[config.mk]
export PLATFORM = sky130hd
export DESIGN_NAME = riscv_busc_hs
export DESIGN_NICKNAME = d
export VERILOG_FILES = /design/src/rtl/riscv_busc_pkg.sv /design/src/rtl/riscv_busc_dec.sv /design/src/rtl/riscv_busc_hs.sv
export SDC_FILE = /design/constraint.sdc
export NUM_CORES = 1
export LEC_CHECK = 0
export CORE_AREA = 2 2 122 124
export DETAILED_ROUTE_END_ITERATION = 12
export DIE_AREA = 0 0 124 126
export REMOVE_ABC_BUFFERS = 1
export SETUP_SLACK_MARGIN = 0.4
export SYNTH_ARGS = -nofsm -noshare
export SYNTH_HDL_FRONTEND = slang
export SYNTH_HIERARCHICAL = 1
export SYNTH_SLANG_ARGS = --single-unit
[constraint.sdc]
create_clock -name clk -period 4.5 [get_ports clk]
set_input_delay 0.9 -clock clk [delete_from_list [all_inputs] [get_ports clk]]
set_output_delay 0.9 -clock clk [all_outputs]
set_load 0.1 [all_outputs]
[src/rtl/riscv_busc_pkg.sv]
// Shared types and helpers for the handshaked bus crossbar select/response block.
package riscv_busc_pkg;

    typedef enum logic {
        BUSC_IDLE,
        BUSC_RESP
    } busc_state_e;

    // Width of the slave-index field; a single slave still needs one bit.
    function automatic int unsigned sel_w(input int unsigned nslaves);
        return (nslaves <= 2) ? 1 : $clog2(nslaves);
    endfunction

endpackage

[src/rtl/riscv_busc_dec.sv]
// Combinational slave decoder: address index field to one-hot select and decode error.
module riscv_busc_dec
    import riscv_busc_pkg::*;
#(
    parameter int unsigned NSLAVES = 4,
    localparam int unsigned SEL_W  = sel_w(NSLAVES)
) (
    input  logic [SEL_W-1:0]   field,
    output logic [SEL_W-1:0]   idx,
    output logic [NSLAVES-1:0] sel,
    output logic               decode_err
);

    assign idx        = field;
    assign decode_err = (32'(field) >= NSLAVES);

    always_comb begin
        sel = '0;
        for (int i = 0; i < NSLAVES; i++) begin
            sel[i] = !decode_err && (field == SEL_W'(i));
        end
    end

endmodule

[src/rtl/riscv_busc_hs.sv]
// Handshaked slave select and response mux: one outstanding transaction, registered
// response, decode-error and timeout error responses.
module riscv_busc_hs
    import riscv_busc_pkg::*;
#(
    parameter int unsigned XLEN          = 32,
    parameter int unsigned NSLAVES       = 4,
    parameter int unsigned SLV_START_IDX = 28,
    parameter int unsigned TIMEOUT       = 255
) (
    input  logic                clk,
    input  logic                rst,
    input  logic                m_req_i,
    input  logic                m_we_i,
    input  logic [XLEN-1:0]     m_addr_i,
    input  logic [XLEN-1:0]     m_wdata_i,
    input  logic [XLEN/8-1:0]   m_be_i,
    output logic                m_gnt_o,
    output logic                m_rvalid_o,
    output logic [XLEN-1:0]     m_rdata_o,
    output logic                m_err_o,
    output logic [NSLAVES-1:0]  s_req_o,
    output logic                s_we_o,
    output logic [XLEN-1:0]     s_addr_o,
    output logic [XLEN-1:0]     s_wdata_o,
    output logic [XLEN/8-1:0]   s_be_o,
    input  logic [NSLAVES-1:0]  s_gnt_i,
    input  logic [NSLAVES-1:0]  s_rvalid_i,
    input  logic [XLEN-1:0]     s_rdata_i [0:NSLAVES-1]
);

    localparam int unsigned SEL_W = sel_w(NSLAVES);
    localparam int unsigned CNT_W = $clog2(TIMEOUT + 1);
    localparam logic [CNT_W-1:0] CNT_LAST = CNT_W'(TIMEOUT - 1);
    localparam logic [CNT_W-1:0] CNT_MAX  = CNT_W'(TIMEOUT);

    busc_state_e        state;
    logic [CNT_W-1:0]   cnt;
    logic [SEL_W-1:0]   owner;

    logic [SEL_W-1:0]   idx;
    logic [NSLAVES-1:0] sel;
    logic               decode_err;
    logic               slave_gnt;
    logic               owner_rvalid;
    logic [XLEN-1:0]    owner_rdata;

    riscv_busc_dec #(
        .NSLAVES (NSLAVES)
    ) u_dec (
        .field      (m_addr_i[SLV_START_IDX +: SEL_W]),
        .idx        (idx),
        .sel        (sel),
        .decode_err (decode_err)
    );

    assign slave_gnt = |(s_gnt_i & sel);

    assign s_req_o = (state == BUSC_IDLE && m_req_i) ? sel : '0;
    assign m_gnt_o = (state == BUSC_IDLE) && m_req_i && (decode_err || slave_gnt);

    assign s_we_o    = m_we_i;
    assign s_addr_o  = m_addr_i;
    assign s_wdata_o = m_wdata_i;
    assign s_be_o    = m_be_i;

    // Only the owning slave's response is observed; everyone else is ignored.
    always_comb begin
        owner_rvalid = 1'b0;
        owner_rdata  = '0;
        for (int i = 0; i < NSLAVES; i++) begin
            if (owner == SEL_W'(i)) begin
                owner_rvalid = s_rvalid_i[i];
                owner_rdata  = s_rdata_i[i];
            end
        end
    end

    always_ff @(posedge clk or posedge rst) begin
        if (rst) begin
            state      <= BUSC_IDLE;
            cnt        <= '0;
            owner      <= '0;
            m_rvalid_o <= 1'b0;
            m_err_o    <= 1'b0;
            m_rdata_o  <= '0;
        end else begin
            m_rvalid_o <= 1'b0;
            m_err_o    <= 1'b0;
            m_rdata_o  <= '0;
            case (state)
                BUSC_IDLE: begin
                    if (m_req_i && decode_err) begin
                        m_rvalid_o <= 1'b1;
                        m_err_o    <= 1'b1;
                    end else if (m_req_i && slave_gnt) begin
                        owner <= idx;
                        cnt   <= '0;
                        state <= BUSC_RESP;
                    end
                end
                BUSC_RESP: begin
                    // A response arriving on the last wait cycle beats the timeout.
                    if (owner_rvalid) begin
                        m_rvalid_o <= 1'b1;
                        m_rdata_o  <= owner_rdata;
                        state      <= BUSC_IDLE;
                    end else if (cnt == CNT_LAST) begin
                        m_rvalid_o <= 1'b1;
                        m_err_o    <= 1'b1;
                        state      <= BUSC_IDLE;
                    end else if (cnt != CNT_MAX) begin
                        cnt <= cnt + 1'b1;
                    end
                end
                default: state <= BUSC_IDLE;
            endcase
        end
    end

endmodule
==> metrics.md, run 1 <==
| Metric | Value |
|---|---|
| Gr busiest metal | `met2` |
| Post-synth EDFFs | `0` |
| Initial antenna violation count | `0` |
| Yosys cell types | `40` |
| Synth-to-layout area growth | `50.7%` |
| Max cap viols | `0` |
| Ys flop type | `dfrtp_1` |
| Ant diodes | `0` |
| Sequential fraction of the synthesis area | `35.9%` |
| Reg clk slew, reported paths | `0.06 ns` |
| Mean area per synthesized cell | `11.8 um2` |
| Worst skew pair latency | `0.29 ns` |
| Hold bufs inserted after CTS | `0` |
| Hold Path Class | `reg -> reg` |
| Worst-margin pin slew | `1.10 ns` |
| GRT met3 Usage | `22.9%` |
| Worst EP arrival | `2.34 ns` |
| Total CTS buffers | `5` |
| Fraction of layout cells with a size suffix above 1 | `15.3%` |
| Total global-route track usage | `17.6%` |
| CP max FO | `6` |
| Fin nets | `576` |
| CP required | `3.60 ns` |
| Post-CTS Resized | `0` |
| Unrepaired setup endpoints after global routing | `false` |
| Final setup violation count | `0` |
| Dominant cells by area after synthesis | `dfrtp_1, mux4_2, buf_4, and3_1, clkbuf_1` |
| Leakage Power | `2.02 nW` |
| Horiz. Die Dim | `124 um` |
| Pwr Total | `1.88 mW` |
| DR pass1 iterations | `4` |
| Most numerous cell in the Yosys netlist | `buf_4` |
| Die Span Y | `126 um` |
| Ys Warns | `6` |
| Postcts setup bufs | `0` |
| Port Buffers | `181` |
| Post-Syn Instances | `265` |
| Overflow after GRT | `0` |
| Clock sinks | `45` |
| Fin crit share | `72.0%` |
| Clock tree root buffer cell | `clkbuf_16` |
| Antenna-violating nets left | `0` |
| Clock Tree Buf Depth | `2` |
| Setup TNS | `0 ns` |
| Io pins | `316` |
| Worst Skew | `0.00556 ns` |
| Max Clock Freq | `0.309 GHz` |
| Initial core utilization | `21.9%` |
| Fillers | `1,445` |
| Setup crit end kind | `output port` |
| WS Path Type | `in -> out` |
| Synthesized flop and latch total | `45` |
| Tmin final | `3.24 ns` |
| Detail Placement HPWL | `11.7 mm` |
| Num rows | `44` |
| DR WL/cell | `25.3 um` |
| Met1 usage | `15.6%` |
| Relative slew slack | `26.6%` |
| P per Cell Area | `398 nW/um2` |
| CTS tree | `built` |
| GPL Wtd Cong | `0.801` |
| First-pass GRT wire length | `19.1 mm` |
| GR Util met2 | `23.7%` |
| WL final | `13.9 mm` |
| Commonest cells post-synth | `buf_4, dfrtp_1, and3_1, mux4_2, clkbuf_1` |
| Post-synth ARST share | `100%` |
| Synth Cell Area | `3140 um2` |
| Final Max Slew Viols | `0` |
| DR iter-0 viols | `88` |
| Vias in the first global route | `2,760` |
| Endpoints failing hold | `0` |
| Core box area | `14,300 um2` |
| Largest area contributor in the netlist | `dfrtp_1` |
| Routed vias | `2,550` |
| Via density per instance | `4.63` |
| Peak VDD IR | `0.284 mV` |
| CTS H-Tree Depth | `2` |
| Top-area cell type share of the netlist area | `35.9%` |
| Largest net degree at the start of global routing | `46` |
| Status | `completed` |
| Die ar. | `15,600 um2` |
| Final Util | `33.0%` |
| Residual DRC | `0` |
| Startpoint Class | `input port` |
## stage by stage
| step | cells | area, um2 | hold WS (ns) | setup slack [ns] |
|---|---|---|---|---|
| 2_1_floorplan | 176 | 2510 | 0.495 | 0.754 |
| 3_3_place_gp | 543 | 4550 | 0.508 | 1.36 |
| 3_5_place_dp | 543 | 4550 | 0.522 | 1.30 |
| 4_1_cts | 551 | 4730 | 0.536 | 1.30 |
| 5_1_grt | 551 | 4730 | 0.560 | 1.23 |
| 6_report | 551 | 4730 | 0.539 | 1.26 |
## layout make-up
cell class | count | area, um2 | area share [%]
clock buffer | 7 | 143 | 3.02
clock inverter | 1 | 30.0 | 0.635
inverter | 4 | 15.0 | 0.318
multi-input combinational | 127 | 1370 | 29.0
sequential | 45 | 1130 | 23.9
tap | 184 | 230 | 4.87
timing repair buffer | 183 | 1810 | 38.3
## where the power goes
group | internal [mW] | switching, mW | leakage, nW
Clock | 0.278 | 0.152 | 0.0841
Combinational | 0.405 | 0.519 | 1.32
Sequential | 0.464 | 0.0625 | 0.613
## layout by cell type (no fill, tap or decap), drive strengths merged
cell type | Yosys | layout
nor2b | 2 | 2
a21o | 2 | 2
mux4 | 33 | 33
nand2b | 1 | 1
clkdlybuf4s50 | 0 | 174
a31oi | 1 | 1
o31ai | 1 | 1
and4 | 1 | 1
nor3b | 2 | 2
conb | 1 | 1
a2bb2oi | 1 | 1
nand4 | 2 | 2
and2 | 7 | 7
nor3 | 3 | 3
o211a | 1 | 1
a22oi | 2 | 2
and3 | 33 | 33
buf | 77 | 9
xnor2 | 1 | 1
nor2 | 5 | 5
o21ai | 3 | 3
nand2 | 6 | 6
and2b | 1 | 1
mux2i | 1 | 1
ha | 2 | 2
clkbuf | 12 | 7
dfrtp | 45 | 45
a211o | 4 | 4
inv | 4 | 4
xor2 | 1 | 1
bufinv | 0 | 1
mux2 | 3 | 3
a21oi | 1 | 1
nand3 | 5 | 5
o2bb2ai | 1 | 1
## logic make-up after synthesis
kind of cell	after synthesis	share of synthesized area (%)
multiplexers	37	25.2
AO/OA/AOI/OAI	17	4.31
buffers and inverters	93	20.4
adder cells (fa/ha/maj)	2	0.798
other	1	0.120
AND/OR/NAND/NOR	68	12.7
flip-flops	45	35.9
XOR/XNOR	2	0.559
## path summary, 6_finish.rpt
kind                                    start                      end  slack, ns  depth (start not counted)
hold reg to reg            cnt[7]$_DFFE_PP0P_       cnt[7]$_DFFE_PP0P_       0.54                          1
setup reg to reg              state$_DFF_PP0_       cnt[7]$_DFFE_PP0P_       2.09                          4
hold / removal             cnt[7]$_DFFE_PP0P_       cnt[7]$_DFFE_PP0P_       0.54                          1
max in group asynchronous                 rst     owner[0]$_DFFE_PP0P_       2.66                          2
min in group asynchronous                 rst  m_rdata_o[14]$_DFF_PP0_       1.18                          2
setup / recovery                 m_addr_i[28]                  m_gnt_o       1.26                          5
## flip-flops by register name, indices dropped and copies added (netlist names)
register / cells
m_rvalid_o: 1
m_rdata_o: 32
m_err_o: 1
owner: 2
state: 1
cnt: 8
## worst max-delay path: stages
cell and delay (ns):
clkdlybuf4s50_1 0.56, nor2b_1 0.23, a22oi_1 0.15, a31oi_1 0.18, buf_4 0.31
## routing by layer
| metal | part of all wire, % | wire length [um] |
|---|---|---|
| met5 | 1.0 | 141 |
| met4 | 1.6 | 223 |
| met3 | 28 | 3850 |
| met2 | 40 | 5540 |
| met1 | 30 | 4170 |
No activity file was read; power rests on OpenSTA's default activity.
==> run 2: changes to the inputs <==
==> constraint.sdc (replaced) <==
create_clock -name clk -period 3.35 [get_ports clk]
set_input_delay 0.67 -clock clk [delete_from_list [all_inputs] [get_ports clk]]
set_output_delay 0.67 -clock clk [all_outputs]
set_load 0.1 [all_outputs]
==> metrics.md, run 2 (synthesized netlist as in run 1, its figures left out) <==
| Metric | Value |
|---|---|
| CP max FO | `6 (unchanged)` |
| DR iter-0 viols | `76 (was 88)` |
| Total global-route track usage | `17.2% (was 17.6%)` |
| Fin crit share | `82.4%` |
| Via density per instance | `4.57 (was 4.63)` |
| Detail Placement HPWL | `11.8 mm (was 11.7 mm)` |
| Status | `completed (unchanged)` |
| Worst skew pair latency | `0.28 ns (was 0.29 ns)` |
| WS Path Type | `in -> out (unchanged)` |
| GR Util met2 | `22.4% (was 23.7%)` |
| Post-CTS Resized | `0 (unchanged)` |
| Most common cell after layout, fill and taps aside | `clkdlybuf4s50_1 (unchanged)` |
| Worst-margin pin slew | `0.988 ns (was 1.10 ns)` |
| Clock tree root buffer cell | `clkbuf_16 (unchanged)` |
| Fin nets | `579 (was 576)` |
| Hold bufs inserted after CTS | `0 (unchanged)` |
| Peak VDD IR | `0.249 mV (was 0.284 mV)` |
| Commonest cells after routing, fill and taps aside | `clkdlybuf4s50_1, dfrtp_1, buf_4, and3_1, mux4_2 (was clkdlybuf4s50_1, dfrtp_1, and3_1, mux4_2, buf_4)` |
| Routed vias | `2,530 (was 2,550)` |
| GRT met3 Usage | `20.7% (was 22.9%)` |
| Reg clk slew, reported paths | `0.07 ns (was 0.06 ns)` |
| Overflow after GRT | `0 (unchanged)` |
| Ant diodes | `0 (unchanged)` |
| Fillers | `1,468 (was 1,445)` |
| Total CTS buffers | `5 (unchanged)` |
| Worst r2r path cells | `4 (unchanged)` |
| Vias in the first global route | `2,642 (was 2,760)` |
| CTS H-Tree Depth | `2 (unchanged)` |
| Final Max Slew Viols | `0 (unchanged)` |
| Max reg flops | `32 (unchanged)` |
| Largest net degree at the start of global routing | `37 (was 46)` |
| Max Clock Freq | `0.362 GHz` |
| WL final | `13.8 mm (was 13.9 mm)` |
| Pre-CTS setup slack | `0.601 ns (was 1.30 ns)` |
| Hold Startpoint | `cnt[7]$_DFFE_PP0P_ (unchanged)` |
| GPL Wtd Cong | `0.807 (was 0.801)` |
| Hold Path Class | `reg -> reg (unchanged)` |
| Worst EP arrival | `2.09 ns (was 2.34 ns)` |
| Largest reg by FF count | `m_rdata_o (unchanged)` |
| Core box area | `14,300 um2 (unchanged)` |
| Antenna-violating nets left | `0 (unchanged)` |
| Die Span Y | `126 um (unchanged)` |
| Relative slew slack | `34.0% (was 26.6%)` |
| Initial antenna violation count | `0 (unchanged)` |
| Clock Tree Buf Depth | `2 (unchanged)` |
| Hold endpoint | `cnt[7]$_DFFE_PP0P_ (unchanged)` |
| Fraction of layout cells with a size suffix above 1 | `24.3% (was 15.3%)` |
| Die ar. | `15,600 um2 (unchanged)` |
| First-pass GRT wire length | `18.6 mm (was 19.1 mm)` |
| Tmin final | `2.76 ns` |
| Leakage Power | `2.10 nW (was 2.02 nW)` |
| Met1 usage | `17.1% (was 15.6%)` |
| Biggest regs | `m_rdata_o: 32 flops, cnt: 8 flops, owner: 2 flops (unchanged)` |
| Final setup violation count | `0 (unchanged)` |
| DR WL/cell | `24.9 um (was 25.3 um)` |
| Port Buffers | `181 (unchanged)` |
| P per Cell Area | `534 nW/um2 (was 398 nW/um2)` |
| Setup ws final | `0.590 ns (was 1.26 ns)` |
| WHS | `0.541 ns (was 0.539 ns)` |
| Residual DRC | `0 (unchanged)` |
| Clock sinks | `45 (unchanged)` |
| Unrepaired setup endpoints after global routing | `false (unchanged)` |
| R2R Setup Slk | `1.36 ns (was 2.09 ns)` |
| CP required | `2.68 ns (was 3.60 ns)` |
| Initial core utilization | `21.9% (unchanged)` |
| Worst r2r src | `state$_DFF_PP0_ (unchanged)` |
| Io pins | `316 (unchanged)` |
| Setup TNS | `0 ns (unchanged)` |
| Startpoint Class | `input port (unchanged)` |
| WHS Path Cells | `1 (unchanged)` |
| Worst R2R End | `cnt[7]$_DFFE_PP0P_ (unchanged)` |
| Postcts setup bufs | `0 (unchanged)` |
| DR pass1 iterations | `4 (unchanged)` |
| Endpoints failing hold | `0 (unchanged)` |
| Setup crit end kind | `output port (unchanged)` |
| Synth-to-layout area growth | `51.0% (was 50.7%)` |
| Max cap viols | `0 (unchanged)` |
| Worst Skew | `0.00578 ns (was 0.00556 ns)` |
| Num rows | `44 (unchanged)` |
| Horiz. Die Dim | `124 um (unchanged)` |
| CTS tree | `built (unchanged)` |
| Gr busiest metal | `met2 (unchanged)` |
## run 2: through the flow
| step | instance area [um2] | power [mW] | utilization (%) | cells |
|---|---|---|---|---|
| 3_3_place_gp | 4560 | 1.99 | 31.9 | 546 |
| 4_1_cts | 4730 | 2.58 | 33.1 | 554 |
| 3_5_place_dp | 4560 | 2.00 | 31.9 | 546 |
| 2_1_floorplan | 2510 | 1.55 | - | 176 |
| 6_report | 4730 | 2.53 | 33.1 | 554 |
| 5_1_grt | 4730 | 2.66 | 33.1 | 554 |
## run 2: critical path, stage by stage
cell             delay, ns
clkdlybuf4s50_1       0.58
nor2b_1               0.20
a22oi_1               0.12
a31oi_1               0.30
buf_12                0.22
## run 2: worst max path at each step
stage / startpoint / end / slack (ns) / depth (start not counted)
floorplan: m_addr_i[28] / m_gnt_o / 0.06 / 3
global route: m_addr_i[28] / m_gnt_o / 0.51 / 5
finish: m_addr_i[28] / m_gnt_o / 0.59 / 5
global placement: m_addr_i[28] / m_gnt_o / 0.68 / 5
detailed placement: m_addr_i[28] / m_gnt_o / 0.60 / 5
CTS: m_addr_i[28] / m_gnt_o / 0.60 / 5
## run 2: routing by layer
layer	wire length (um)	vias to the layer above
li1	-	1094
met1	4450	1168
met2	5430	250
met3	3590	14
met4	162	4
met5	141	-
## run 2: power breakdown
part           leakage [nW]  switching [mW]  total (mW)  internal [mW]
sequential            0.613          0.0740       0.697          0.623
clock                0.0800           0.214       0.567          0.353
combinational          1.41           0.714        1.26          0.549
total                  2.10            1.00        2.53           1.53
## run 2: area by class of cell
cell class	count	area, um2	area share, %
clock buffer	5	125	2.64
clock inverter	3	46.3	0.978
inverter	4	15.0	0.317
multi-input combinational	127	1370	29.0
sequential	45	1130	23.8
tap	184	230	4.86
timing repair buffer	186	1820	38.4
==> run 3: changes to the inputs <==
==> constraint.sdc (replaced) <==
create_clock -name clk -period 2.9 [get_ports clk]
set_input_delay 0.58 -clock clk [delete_from_list [all_inputs] [get_ports clk]]
set_output_delay 0.58 -clock clk [all_outputs]
set_load 0.1 [all_outputs]
==> metrics.md, run 3 (synthesized netlist as in run 1, its figures left out) <==
| Metric | Value |
|---|---|
| Cell family contributing the most delay on the critical path | `buffers and inverters (unchanged)` |
| Worst EP arrival | `1.75 ns (was 2.09 ns)` |
| Num rows | `44 (unchanged)` |
| CTS H-Tree Depth | `2 (unchanged)` |
| Register Area | `1130 um2 (unchanged)` |
| CP required | `2.32 ns (was 2.68 ns)` |
| Die ar. | `15,600 um2 (unchanged)` |
| Commonest cells after routing, fill and taps aside | `clkdlybuf4s50_1, dfrtp_1, buf_4, and3_1, mux4_2 (unchanged)` |
| Peak VDD IR | `0.318 mV (was 0.249 mV)` |
| Clock power frac | `22.9% (was 22.4%)` |
| Pint | `1.78 mW (was 1.53 mW)` |
| Initial core utilization | `21.9% (unchanged)` |
| Levels on crit path | `4 (was 5)` |
| Detail Placement HPWL | `11.8 mm (about the same)` |
| Hold bufs inserted after CTS | `0 (unchanged)` |
| CTS tree | `built (unchanged)` |
| Slowest-stage cell, CP | `clkdlybuf4s50_1 (unchanged)` |
| Clock tree root buffer cell | `clkbuf_16 (unchanged)` |
| DR WL/cell | `25.1 um (was 24.9 um)` |
| Worst Skew | `0.00733 ns (was 0.00578 ns)` |
| Total global-route track usage | `17.5% (was 17.2%)` |
| Biggest regs | `m_rdata_o: 32 flops, cnt: 8 flops, owner: 2 flops (unchanged)` |
| Pwr Total | `2.95 mW (was 2.53 mW)` |
| Routed vias | `2,598 (was 2,530)` |
| Final setup violation count | `0 (unchanged)` |
| WL final | `13.9 mm (was 13.8 mm)` |
| Endpoints failing hold | `0 (unchanged)` |
| Hold Path Class | `reg -> reg (unchanged)` |
| Horiz. Die Dim | `124 um (unchanged)` |
| Leakage Power | `2.13 nW (was 2.10 nW)` |
| Setup TNS | `0 ns (unchanged)` |
| Status | `completed (unchanged)` |
| DR pass1 iterations | `4 (unchanged)` |
| CP cell instances | `clkdlybuf4s50_1 > nor2b_1 > and2_1 > buf_12 (was clkdlybuf4s50_1 > nor2b_1 > a22oi_1 > a31oi_1 > buf_12)` |
| Max Clock Freq | `0.429 GHz` |
| Fin crit share | `80.4%` |
| Final Util | `33.3% (was 33.1%)` |
| Final Max Slew Viols | `0 (unchanged)` |
| WS Path Type | `in -> out (unchanged)` |
| Initial antenna violation count | `0 (unchanged)` |
| Via density per instance | `4.69 (was 4.57)` |
| WHS | `0.551 ns (was 0.541 ns)` |
| Residual DRC | `0 (unchanged)` |
| Clock Tree Buf Depth | `2 (unchanged)` |
| Startpoint Class | `input port (unchanged)` |
| First-pass GRT wire length | `19.0 mm (was 18.6 mm)` |
| CP bufs+invs | `2 (unchanged)` |
| Post-CTS Resized | `2 (was 0)` |
| NetSw | `1.16 mW (was 1.00 mW)` |
| Reg clk slew, reported paths | `0.07 ns (about the same)` |
| Die Span Y | `126 um (unchanged)` |
| Placed insts | `546 (unchanged)` |
| Unrepaired setup endpoints after global routing | `false (unchanged)` |
| Worst-margin pin slew | `0.629 ns (was 0.988 ns)` |
| WHS Path Cells | `1 (unchanged)` |
| Largest net degree at the start of global routing | `37 (unchanged)` |
| Relative slew slack | `58.1% (was 34.0%)` |
| Overflow after GRT | `0 (unchanged)` |
| GPL Wtd Cong | `0.820 (was 0.807)` |
| Max reg flops | `32 (unchanged)` |
| Synth-to-layout area growth | `51.9% (was 51.0%)` |
| Io pins | `316 (unchanged)` |
| Antenna-violating nets left | `0 (unchanged)` |
| Tmin final | `2.33 ns` |
| CP max FO | `4 (was 6)` |
| Reg power frac | `27.4% (was 27.6%)` |
| Total CTS buffers | `5 (unchanged)` |
| DR iter-0 viols | `64 (was 76)` |
| Fin cells | `554 (unchanged)` |
| P per Cell Area | `619 nW/um2 (was 534 nW/um2)` |
| Port Buffers | `181 (unchanged)` |
| Postcts setup bufs | `0 (unchanged)` |
| Core box area | `14,300 um2 (unchanged)` |
| Fillers | `1,456 (was 1,468)` |
| Ant diodes | `0 (unchanged)` |
| Fraction of layout cells with a size suffix above 1 | `26.5% (was 24.3%)` |
| Worst r2r path cells | `4 (unchanged)` |
| Worst skew pair latency | `0.29 ns (was 0.28 ns)` |
| Max cap viols | `0 (unchanged)` |
| Vias in the first global route | `2,721 (was 2,642)` |
| Critical Path Max Stage Delay | `0.50 ns (was 0.58 ns)` |
| Most common cell after layout, fill and taps aside | `clkdlybuf4s50_1 (unchanged)` |
| Largest reg by FF count | `m_rdata_o (unchanged)` |
| Clock sinks | `45 (unchanged)` |
| Multi-input gate area | `1390 um2 (was 1370 um2)` |
| Fin nets | `579 (unchanged)` |
| Setup crit end kind | `output port (unchanged)` |
| Power share of the combinational group | `49.7% (was 50.0%)` |
| Switching part of the total power | `39.5% (was 39.7%)` |
==> run 3: cell types whose count changed in the layout (fill, tap and decap cells not counted) <==
cell             before  now
clkdlybuf4s50_1     144  138
clkinv_4              1    0
a31oi_1               1    0
buf_4                37   40
clkbuf_8              0    1
a22oi_2               0    2
dlygate4sd2_1         0    1
nor2b_1               2    1
a22oi_1               2    0
nor2b_2               0    1
a31oi_2               0    1
buf_12                5    6
dlymetal6s2s_1        0    1
==> run 3: power groups by stage <==
stage,Combinational (mW),Sequential [mW],Clock (mW)
2_1_floorplan,0.514,1.27,0
3_3_place_gp,1.47,0.816,0
3_5_place_dp,1.49,0.818,0
4_1_cts,1.49,0.808,0.696
5_1_grt,1.55,0.820,0.725
6_report,1.47,0.809,0.675
==> run 3: final timing paths <==
| kind | startpoint | endpoint | slack [ns] |
|---|---|---|---|
| worst max-delay path | m_req_i | s_req_o[2] | 0.57 |
| worst min-delay path | cnt[7]$_DFFE_PP0P_ | cnt[7]$_DFFE_PP0P_ | 0.55 |
| worst max register to register | state$_DFF_PP0_ | cnt[7]$_DFFE_PP0P_ | 0.85 |
| worst min register to register | cnt[7]$_DFFE_PP0P_ | cnt[7]$_DFFE_PP0P_ | 0.55 |
| max in group asynchronous | rst | m_rdata_o[3]$_DFF_PP0_ | 1.69 |
| min in group asynchronous | rst | cnt[3]$_DFFE_PP0P_ | 0.69 |
==> run 3: stage by stage <==
| stage | setup WS, ns | cell area (um2) |
|---|---|---|
| finish | 0.569 | 4760 |
| global route | 0.507 | 4760 |
| detailed placement | 0.350 | 4570 |
| CTS | 0.406 | 4750 |
| floorplan | -0.323 | 2510 |
| global placement | 0.401 | 4570 |
==> run 3: cell type report <==
| type | count | share of cell area (%) |
|---|---|---|
| repair buffers | 186 | 38.3 |
| multi-input cells | 127 | 29.2 |
| flip-flops and latches | 45 | 23.7 |
| well taps | 184 | 4.83 |
| clock buffers | 6 | 2.92 |
| clock inverters | 2 | 0.788 |
| inverters | 4 | 0.315 |
==> run 3: per-layer routing <==
| layer | wire length (um) | up-vias | share of wire (%) | track usage, % |
|---|---|---|---|---|
| met5 | 83 | - | 0.60 | 7.24 |
| met4 | 92 | 2 | 0.66 | 3.30 |
| met3 | 3630 | 8 | 26 | 20.7 |
| met2 | 5470 | 264 | 39 | 22.9 |
| met1 | 4610 | 1227 | 33 | 17.6 |
| li1 | - | 1097 | - | - |
